===== src/rtl/grf_commit_pkg.sv =====
// Shared types and constants for the write-back register file and its commit trace.
// Trace entries are packed {pc, a3, wd} with wd in the low bits.
package grf_commit_pkg;

    localparam logic [4:0] GRF_ZERO = 5'd0;

    localparam int TRACE_W   = 69;
    localparam int TR_WD_LSB = 0;
    localparam int TR_A3_LSB = 32;
    localparam int TR_PC_LSB = 37;

    function automatic logic [TRACE_W-1:0] pack_trace(input logic [31:0] pc,
                                                      input logic [4:0]  a3,
                                                      input logic [31:0] wd);
        logic [TRACE_W-1:0] e;
        e = '0;
        e[TR_PC_LSB +: 32] = pc;
        e[TR_A3_LSB +: 5]  = a3;
        e[TR_WD_LSB +: 32] = wd;
        return e;
    endfunction

endpackage


===== src/rtl/grf_commit_if.sv =====
// W-stage write port, D-stage read/scoreboard ports and trace drain port of grf_commit.
// master drives the pipeline side; slave is the register file.
interface grf_commit_if;
    logic        W_GRF_WE;
    logic [4:0]  W_GRF_A3;
    logic [31:0] W_GRF_WD;
    logic [31:0] W_pc;
    logic [4:0]  D_GRF_A1;
    logic [4:0]  D_GRF_A2;
    logic [31:0] D_GRF_RD1;
    logic [31:0] D_GRF_RD2;
    logic        D_busy1;
    logic        D_busy2;
    logic        issue_we;
    logic [4:0]  issue_a3;
    logic        sb_flush;
    logic        trace_valid;
    logic        trace_ready;
    logic [31:0] trace_pc;
    logic [4:0]  trace_a3;
    logic [31:0] trace_wd;
    logic        trace_ovf;

    modport master (
        output W_GRF_WE, W_GRF_A3, W_GRF_WD, W_pc, D_GRF_A1, D_GRF_A2,
               issue_we, issue_a3, sb_flush, trace_ready,
        input  D_GRF_RD1, D_GRF_RD2, D_busy1, D_busy2,
               trace_valid, trace_pc, trace_a3, trace_wd, trace_ovf
    );

    modport slave (
        input  W_GRF_WE, W_GRF_A3, W_GRF_WD, W_pc, D_GRF_A1, D_GRF_A2,
               issue_we, issue_a3, sb_flush, trace_ready,
        output D_GRF_RD1, D_GRF_RD2, D_busy1, D_busy2,
               trace_valid, trace_pc, trace_a3, trace_wd, trace_ovf
    );
endinterface


===== src/rtl/grf_trace_fifo.sv =====
// Synchronous FIFO with sticky overflow; push visible one cycle later (no fall-through).
// Pushing while full drops the entry and sets ovf unless a pop happens in the same cycle.
module grf_trace_fifo #(
    parameter int DEPTH = 8,
    parameter int WIDTH = 69
) (
    input  logic             clk,
    input  logic             reset_n,
    input  logic             push,
    input  logic [WIDTH-1:0] din,
    input  logic             pop,
    output logic             valid,
    output logic [WIDTH-1:0] dout,
    output logic             ovf
);
    localparam int AW = $clog2(DEPTH);
    localparam int PW = AW + 1;

    logic [PW-1:0]    wr_ptr, rd_ptr;
    logic [PW-1:0]    count;
    logic [WIDTH-1:0] mem [DEPTH];
    logic             empty, full, do_pop, do_push;

    assign count   = wr_ptr - rd_ptr;
    assign empty   = (wr_ptr == rd_ptr);
    assign full    = (count == PW'(DEPTH));
    assign do_pop  = !empty && pop;
    assign do_push = push && (!full || do_pop);

    always_ff @(posedge clk or negedge reset_n) begin
        if (!reset_n) begin
            wr_ptr <= '0;
            rd_ptr <= '0;
            ovf    <= 1'b0;
        end else begin
            if (do_push) wr_ptr <= wr_ptr + 1'b1;
            if (do_pop)  rd_ptr <= rd_ptr + 1'b1;
            if (push && full && !do_pop) ovf <= 1'b1;
        end
    end

    // Storage needs no reset: the head is masked to zero whenever the FIFO is empty.
    always_ff @(posedge clk) begin
        if (do_push) mem[wr_ptr[AW-1:0]] <= din;
    end

    assign valid = !empty;
    assign dout  = empty ? '0 : mem[rd_ptr[AW-1:0]];

endmodule


===== src/rtl/grf_commit.sv =====
// Architectural register file x1..x31 with write-through bypass reads and a pending-write scoreboard.
// Reads are combinational; writes, scoreboard and trace pushes land on the next edge.
// Commit trace FIFO is built only with GRF_TRACE_EN; drain via trace_valid/trace_ready, overflow is sticky.
module grf_commit
    import grf_commit_pkg::*;
#(
    parameter int TRACE_DEPTH = 8
) (
    input  logic         clk,
    input  logic         reset_n,
    grf_commit_if.slave  bus
);
    logic [31:0] regs [1:31];
    logic [31:0] busy, busy_nxt;
    logic [31:0] rd1, rd2;
    logic        write_ok;

    assign write_ok = bus.W_GRF_WE && (bus.W_GRF_A3 != GRF_ZERO);

    always_ff @(posedge clk or negedge reset_n) begin
        if (!reset_n) begin
            for (int i = 1; i < 32; i++) regs[i] <= '0;
        end else if (write_ok) begin
            regs[bus.W_GRF_A3] <= bus.W_GRF_WD;
        end
    end

    always_comb begin
        rd1 = '0;
        if (bus.D_GRF_A1 != GRF_ZERO)
            rd1 = (bus.W_GRF_WE && bus.W_GRF_A3 == bus.D_GRF_A1) ? bus.W_GRF_WD : regs[bus.D_GRF_A1];
    end

    always_comb begin
        rd2 = '0;
        if (bus.D_GRF_A2 != GRF_ZERO)
            rd2 = (bus.W_GRF_WE && bus.W_GRF_A3 == bus.D_GRF_A2) ? bus.W_GRF_WD : regs[bus.D_GRF_A2];
    end

    assign bus.D_GRF_RD1 = rd1;
    assign bus.D_GRF_RD2 = rd2;

    // Set after clear: a same-register issue belongs to the younger instruction.
    always_comb begin
        busy_nxt = busy;
        if (write_ok) busy_nxt[bus.W_GRF_A3] = 1'b0;
        if (bus.issue_we && bus.issue_a3 != GRF_ZERO) busy_nxt[bus.issue_a3] = 1'b1;
        if (bus.sb_flush) busy_nxt = '0;
        busy_nxt[0] = 1'b0;
    end

    always_ff @(posedge clk or negedge reset_n) begin
        if (!reset_n) busy <= '0;
        else          busy <= busy_nxt;
    end

    assign bus.D_busy1 = busy[bus.D_GRF_A1];
    assign bus.D_busy2 = busy[bus.D_GRF_A2];

`ifdef GRF_TRACE_EN
    logic [TRACE_W-1:0] trace_in, trace_head;
    logic               trace_vld, trace_ovf_q;

    assign trace_in = pack_trace(bus.W_pc, bus.W_GRF_A3, bus.W_GRF_WD);

    // x0 commits are logged as well; only the register write is suppressed.
    grf_trace_fifo #(
        .DEPTH (TRACE_DEPTH),
        .WIDTH (TRACE_W)
    ) u_trace_fifo (
        .clk     (clk),
        .reset_n (reset_n),
        .push    (bus.W_GRF_WE),
        .din     (trace_in),
        .pop     (bus.trace_ready),
        .valid   (trace_vld),
        .dout    (trace_head),
        .ovf     (trace_ovf_q)
    );

    assign bus.trace_valid = trace_vld;
    assign bus.trace_ovf   = trace_ovf_q;
    assign bus.trace_pc    = trace_head[TR_PC_LSB +: 32];
    assign bus.trace_a3    = trace_head[TR_A3_LSB +: 5];
    assign bus.trace_wd    = trace_head[TR_WD_LSB +: 32];
`else
    logic unused_trace;
    assign unused_trace    = ^{bus.trace_ready, bus.W_pc, (TRACE_DEPTH > 0)};

    assign bus.trace_valid = 1'b0;
    assign bus.trace_ovf   = 1'b0;
    assign bus.trace_pc    = '0;
    assign bus.trace_a3    = '0;
    assign bus.trace_wd    = '0;
`endif

endmodule


===== src/flat_wrapper.sv =====
// flat-port wrapper written by rule: the top's interface ports become plain ports
module grf_commit_flat import grf_commit_pkg::*;
#(
    parameter int TRACE_DEPTH = 8
)
  (clk, reset_n, bus_W_GRF_WE, bus_W_GRF_A3, bus_W_GRF_WD, bus_W_pc, bus_D_GRF_A1, bus_D_GRF_A2, bus_issue_we, bus_issue_a3, bus_sb_flush, bus_trace_ready, bus_D_GRF_RD1, bus_D_GRF_RD2, bus_D_busy1, bus_D_busy2, bus_trace_valid, bus_trace_pc, bus_trace_a3, bus_trace_wd, bus_trace_ovf);
  grf_commit_if bus_i ();
  input  logic clk;
  input  logic reset_n;
  input wire logic [$bits(bus_i.W_GRF_WE)-1:0] bus_W_GRF_WE;
  input wire logic [$bits(bus_i.W_GRF_A3)-1:0] bus_W_GRF_A3;
  input wire logic [$bits(bus_i.W_GRF_WD)-1:0] bus_W_GRF_WD;
  input wire logic [$bits(bus_i.W_pc)-1:0] bus_W_pc;
  input wire logic [$bits(bus_i.D_GRF_A1)-1:0] bus_D_GRF_A1;
  input wire logic [$bits(bus_i.D_GRF_A2)-1:0] bus_D_GRF_A2;
  input wire logic [$bits(bus_i.issue_we)-1:0] bus_issue_we;
  input wire logic [$bits(bus_i.issue_a3)-1:0] bus_issue_a3;
  input wire logic [$bits(bus_i.sb_flush)-1:0] bus_sb_flush;
  input wire logic [$bits(bus_i.trace_ready)-1:0] bus_trace_ready;
  output wire logic [$bits(bus_i.D_GRF_RD1)-1:0] bus_D_GRF_RD1;
  output wire logic [$bits(bus_i.D_GRF_RD2)-1:0] bus_D_GRF_RD2;
  output wire logic [$bits(bus_i.D_busy1)-1:0] bus_D_busy1;
  output wire logic [$bits(bus_i.D_busy2)-1:0] bus_D_busy2;
  output wire logic [$bits(bus_i.trace_valid)-1:0] bus_trace_valid;
  output wire logic [$bits(bus_i.trace_pc)-1:0] bus_trace_pc;
  output wire logic [$bits(bus_i.trace_a3)-1:0] bus_trace_a3;
  output wire logic [$bits(bus_i.trace_wd)-1:0] bus_trace_wd;
  output wire logic [$bits(bus_i.trace_ovf)-1:0] bus_trace_ovf;
  assign bus_i.W_GRF_WE = bus_W_GRF_WE;
  assign bus_i.W_GRF_A3 = bus_W_GRF_A3;
  assign bus_i.W_GRF_WD = bus_W_GRF_WD;
  assign bus_i.W_pc = bus_W_pc;
  assign bus_i.D_GRF_A1 = bus_D_GRF_A1;
  assign bus_i.D_GRF_A2 = bus_D_GRF_A2;
  assign bus_i.issue_we = bus_issue_we;
  assign bus_i.issue_a3 = bus_issue_a3;
  assign bus_i.sb_flush = bus_sb_flush;
  assign bus_i.trace_ready = bus_trace_ready;
  assign bus_D_GRF_RD1 = bus_i.D_GRF_RD1;
  assign bus_D_GRF_RD2 = bus_i.D_GRF_RD2;
  assign bus_D_busy1 = bus_i.D_busy1;
  assign bus_D_busy2 = bus_i.D_busy2;
  assign bus_trace_valid = bus_i.trace_valid;
  assign bus_trace_pc = bus_i.trace_pc;
  assign bus_trace_a3 = bus_i.trace_a3;
  assign bus_trace_wd = bus_i.trace_wd;
  assign bus_trace_ovf = bus_i.trace_ovf;
  grf_commit #(.TRACE_DEPTH(TRACE_DEPTH)) u_core (.clk(clk), .reset_n(reset_n), .bus(bus_i));
endmodule

===== config.mk =====
export PLATFORM = sky130hd
export DESIGN_NAME = grf_commit_flat
export DESIGN_NICKNAME = d
export VERILOG_FILES = /design/src/rtl/grf_commit_pkg.sv /design/src/rtl/grf_commit_if.sv /design/src/rtl/grf_trace_fifo.sv /design/src/rtl/grf_commit.sv /design/src/flat_wrapper.sv
export SDC_FILE = /design/constraint.sdc
export NUM_CORES = 2
export LEC_CHECK = 0
export BUFFER_PORTS_ARGS = -buffer_cell sky130_fd_sc_hd__buf_2
export CORE_MARGIN = 2
export CORE_UTILIZATION = 29
export CTS_CLUSTER_SIZE = 10
export DETAILED_ROUTE_END_ITERATION = 12
export GPL_TIMING_DRIVEN = 0
export PLACE_DENSITY = 0.53
export SKIP_CTS_REPAIR_TIMING = 1
export SYNTH_ARGS = -nofsm -noshare
export SYNTH_HDL_FRONTEND = slang
export SYNTH_HIERARCHICAL = 1
export SYNTH_SLANG_ARGS = --single-unit

===== constraint.sdc =====
create_clock -name clk -period 7.02 [get_ports clk]
set_input_delay 2.106 -clock clk [delete_from_list [all_inputs] [get_ports clk]]
set_output_delay 2.106 -clock clk [all_outputs]
set_load 0.02 [all_outputs]

# Word-level counts from Yosys, hierarchy flattened
# Cells that the tools add are included.
# totals
reg_bits,1023
input_bits,90
output_inout_bits,137
wordCells,85
# classes
magnitude_cmp,10
n_eq_ne,2
muxes,24
bitwise_logic,6
n_reduce_logical,11
# ops
operator,count
$bwmux 992,1
$mux 32,12
$bmux 32 s5,2
$demux 32 s5,1
$and 32x32->32,1
$not 32->32,1
$or 32x32->32,1
$lt 5x6->1 const B,4
$reduce_bool 5->1,4
$ge 6x6->1 const B,3
$not 5->6,3
$bmux 1 s5,2
$demux 1 s5,2
$eq 5x5->1,2
$ge 5x1->1 const B,2
$logic_and 1x1->1,7
$lt 6x1->1 const B,1
$mux 1,4

# Longest topological paths before layout
# logic_depth
word_depth,10
ltp_mapped,10
ltp_nobuf,6

# Least setup slack after synthesis
# Ideal clock, no wire load.
# synth_path
path_type,input port to output port
startpoint,in bus_D_GRF_A1[0]
endpoint,out bus_D_GRF_RD1[29]
t_arrival_ns,4.107
t_required_ns,4.914
path_slack_ns,0.807
cell_stages,9
path_buffers,3
path_cell_list,buf_2 buf_2 buf_6 xor2_1 nor4_2 nand3_2 o211ai_1 a21oi_1 nor4_1
# synth_between
elab_chain_len,6
elab_cells_between_ends,9
classes_between,eq/ne (1); mux (5); bitwise (1); reduce/logical (2)
# synth_rtl
item,line_no,source
"start, declared",flat_wrapper.sv:14,input wire logic [$bits(bus_i.D_GRF_A1)-1:0] bus_D_GRF_A1;
$not 5->6 (implied by the code),grf_commit.sv:31,rd1 = (bus.W_GRF_WE && bus.W_GRF_A3 == bus.D_GRF_A1) ? bus.W_GRF_WD : regs[bus.D_GRF_A1];
$bmux 32 s5,grf_commit.sv:31,
$mux 32 (implied by the code) (2 in a row),grf_commit.sv:31,
$mux 32,grf_commit.sv:31,
$mux 32 (*),grf_commit.sv:30,if (bus.D_GRF_A1 != GRF_ZERO)
"end, declared",flat_wrapper.sv:20,output wire logic [$bits(bus_i.D_GRF_RD1)-1:0] bus_D_GRF_RD1;
# Mark *: on every way between the ends. The rest lies on a longest branch, timed or not. The select of a mux whose other input is x is not followed.

# Worst setup path after layout
# layout_path
startpoint,in bus_D_GRF_A2[4]
endpoint,out bus_D_GRF_RD2[28]
# layout_between
elab_chain_len,6
elab_cells_between_ends,9
classes_between,eq/ne (1); mux (5); bitwise (1); reduce/logical (2)
# layout_rtl
item,line_no,source
"start, declared",flat_wrapper.sv:15,input wire logic [$bits(bus_i.D_GRF_A2)-1:0] bus_D_GRF_A2;
$not 5->6 (implied by the code),grf_commit.sv:37,rd2 = (bus.W_GRF_WE && bus.W_GRF_A3 == bus.D_GRF_A2) ? bus.W_GRF_WD : regs[bus.D_GRF_A2];
$bmux 32 s5,grf_commit.sv:37,
$mux 32 (implied by the code) (2 in a row),grf_commit.sv:37,
$mux 32,grf_commit.sv:37,
$mux 32 (*),grf_commit.sv:36,if (bus.D_GRF_A2 != GRF_ZERO)
"end, declared",flat_wrapper.sv:21,output wire logic [$bits(bus_i.D_GRF_RD2)-1:0] bus_D_GRF_RD2;
# Marked as above.

==> impl_metrics.toml <==
[worst_setup_path]
slowest_stage = "a211oi_1"
rr_startpoint = "u_core/regs[523]"
worstSetupStartpointType = "input pin"
critPathRequiredTime_ns = 4.91
slowest_delay_ns = 0.94
regToRegSetupSlack_ns = 6.18
end_kind = "output pin"
crit_fanout = 10
critPathArrivalTime_ns = 5.19
reg2regPathDepth = 1
path_cells = "clkbuf_2, clkbuf_2, nand3_2, a211oi_1, nor4_2, buf_2"
crit_top_cell = "clkbuf_2"
r2r-end = "u_core/regs[523]"
crit_type = "in -> out"

[power_and_ir_drop]
p_leak_nw = 28.3
switching_share_pct = 31.0
power_frac_clock_pct = 32.1
irDropWorstVdd_mv = 0.199
p_total_w = 0.0180
power_frac_comb_pct = 24.0
p_seq_share_pct = 43.9
powerDensity_nw_per_um2 = 275
net-switching-power_w = 0.00556
internal-power_w = 0.0124

[timing]
slew_viol_final = 12
rsz0062_at_grt = "true"
worst_slew_pin_slew_ns = 1.54
slew_headroom_pct = -2.99
max_freq_mhz = 137
setup_ws_ns = -0.279
min_period_ns = 7.30
hold_violations = 0
setup_violations = 28
post-route-period-util_pct = 104
holdWs_ns = 0.519
clock_skew_ns = 0

[synth]
synth_edf_count = 0
yosys.area_share.simple_pct = 4.06
synth_compound_area_share_pct = 5.52
synth_top_family_by_area = "multiplexers"
synth_cell_types = 47
async_flop_share_pct = 100
synth.yosys.seq_area_share_pct = 45.4
synthXorXnorAreaFrac_pct = 0.155
syn_avg_cell_area_um2 = 13.6
synth_mux_area_share_pct = 40.6
syn_area_um2 = 56400
synth_fa_ha_area_share_pct = 0
ys.flop_type = "dfrtp_1"
netlist_instances = 4147
synth_warnings = 6
synth_seq_cells = 1023

[clocking]
cts_buffers = 118
h-tree-depth = 3
cts_tree = "done"
clock_latency_ns = 0.76
clkTransAtPathRegs_ns = 0.06
root_buffer = "clkbuf_16"
cts_sinks = 1023
cts_max_path_buffers = 3

[placed_design]
finalWeightedCongestion = 1.01
port_buffers = 111
place_area_um2 = 60800
hpwl_um = 189000

[routing]
wl_per_cell_um = 35.6
antenna_left = 0
drtIter0Drc = 5056
remaining_drc_errors = 0
first_pass_iters = 6
num_vias = 41437
vias_per_cell = 5.88
totalWireLength_um = 251000

[hold_path]
holdPathStages = 1
min_path_type = "reg -> reg"
hold_end = "u_core/regs[102]"
min_from = "u_core/regs[102]"

[final_layout]
final_cell_mix = "mux2_2 (1079), dfrtp_1 (1023), mux4_2 (357)"
fin_nets = 4557
final_common_cell = "mux2_2"
finalInstanceArea_um2 = 65400
area_delta_synth_final_pct = 15.8
drive_above_1_share_pct = 47.2
fillers = 19021

[floorplanning]
dieArea_um2 = 198000
die_height_um = 445
io_pins = 227
start_util_pct = 29.2
core_um2 = 193000
fp-row-count = 161
die_w_um = 445

[job]
max-cap-violations = 2

[grt]
overflow = 0
grt_usage_pct = 24.7
grt_pass1_vias = 40774
grt_max_degree = 156
grt_pass1_wl_um = 339000
antenna_found_initial = 19

[status]
failed_checks = "capacitance limit, slew limit, setup timing"
outcome = "finished with violations"
==> worst max path at each step <==
stage,from,endpoint,slack (ns),cells past startpoint
6_report,bus_D_GRF_A2[4],bus_D_GRF_RD2[28],-0.28,6
4_1_cts,bus_D_GRF_A2[3],bus_D_GRF_RD2[12],-1.92,8
5_1_grt,bus_D_GRF_A2[0],bus_D_GRF_RD2[28],-0.11,8
3_3_place_gp,reset_n,u_core/regs[136],-19.65,1
3_5_place_dp,bus_D_GRF_A2[3],bus_D_GRF_RD2[12],-1.91,8
2_1_floorplan,bus_D_GRF_A1[0],bus_D_GRF_RD1[29],0.81,9
==> cell usage after synthesis, drive strengths merged, types with 5 or more instances <==
cell type  number  share of area, %
nor3b           5             0.075
nand4           9              0.10
mux2i         267               4.7
o22ai          31              0.34
nor3           88              0.78
a211o          10              0.16
nand2          89              0.59
o32ai          10              0.16
a211oi         39              0.52
a22oi         161               2.1
o21ai          17              0.15
and2            7             0.078
nand3          60              0.54
nand2b         38              0.42
a21oi          94              0.83
a221o          21              0.37
o2bb2ai         9              0.14
a221oi         42              0.65
mux2         1081                22
buf           281               2.8
nor4           14              0.18
dfrtp        1023                45
and3            5             0.055
nor2b          53              0.59
clkbuf        229               1.5
mux4          357                14
nor2           87              0.58
xor2            8              0.12
==> state kept, by name, indices dropped and copies added (netlist names) <==
register,flops
u_core/regs,992
u_core/busy,31
==> routing by layer <==
metal  share of wire (%)  routed length, um  up-vias  track usage (%)
met5               0.030                 76        -                0
met4                 7.2              17900       10             14.7
met3                 8.8              22000      530             5.96
met2                  44             110000     2287             37.1
met1                  40             101000    22304             32.4
li1                    -                  -    16306                -
==> logic make-up after synthesis <==
logic type | Yosys count
AO/OA/AOI/OAI | 438
XOR/XNOR | 10
buffers and inverters | 511
flip-flops | 1023
multiplexers | 1705
other | 1
AND/OR/NAND/NOR | 459
==> critical path: cells and delay by family <==
kind | cells | cell delay, ns
AND/OR/NAND/NOR | 2 | 0.88
AO/OA/AOI/OAI | 1 | 0.94
buffers and inverters | 3 | 1.22
==> area by class of cell <==
cell class	count	area [um2]	area share (%)
antenna	7	17.5	0.0268
buffer	508	2860	4.37
clock buffer	163	3250	4.98
clock inverter	9	139	0.212
inverter	1	3.75	0.00574
multi-input combinational	2683	29400	44.9
sequential	1023	25600	39.2
tap	2526	3160	4.83
timing repair buffer	132	966	1.48
==> per-stage QoR <==
| step | setup slack, ns | cells | util (%) | TNS (ns) |
|---|---|---|---|---|
| after floorplan | 0.807 | 4217 | - | 0 |
| after global placement | -19.65 | 6854 | 31.3 | - |
| after detailed placement | -1.91 | 6870 | 31.5 | -77.05 |
| after CTS | -1.92 | 7042 | 33.3 | -77.55 |
| after global routing | -0.115 | 7047 | 33.9 | -0.548 |
| final | -0.279 | 7052 | 33.9 | -1.93 |
==> power by group through the flow <==
stage | registers, W | clock network (W) | logic, W
final | 0.00788 | 0.00576 | 0.00432
after detailed placement | 0.00794 | 0 | 0.00417
after floorplan | 0.00764 | 0 | 0.00284
after global routing | 0.00800 | 0.00609 | 0.00450
after CTS | 0.00784 | 0.00585 | 0.00418
after global placement | 0.00789 | 0 | 0.00409
No activity file was read; power rests on OpenSTA's default activity.
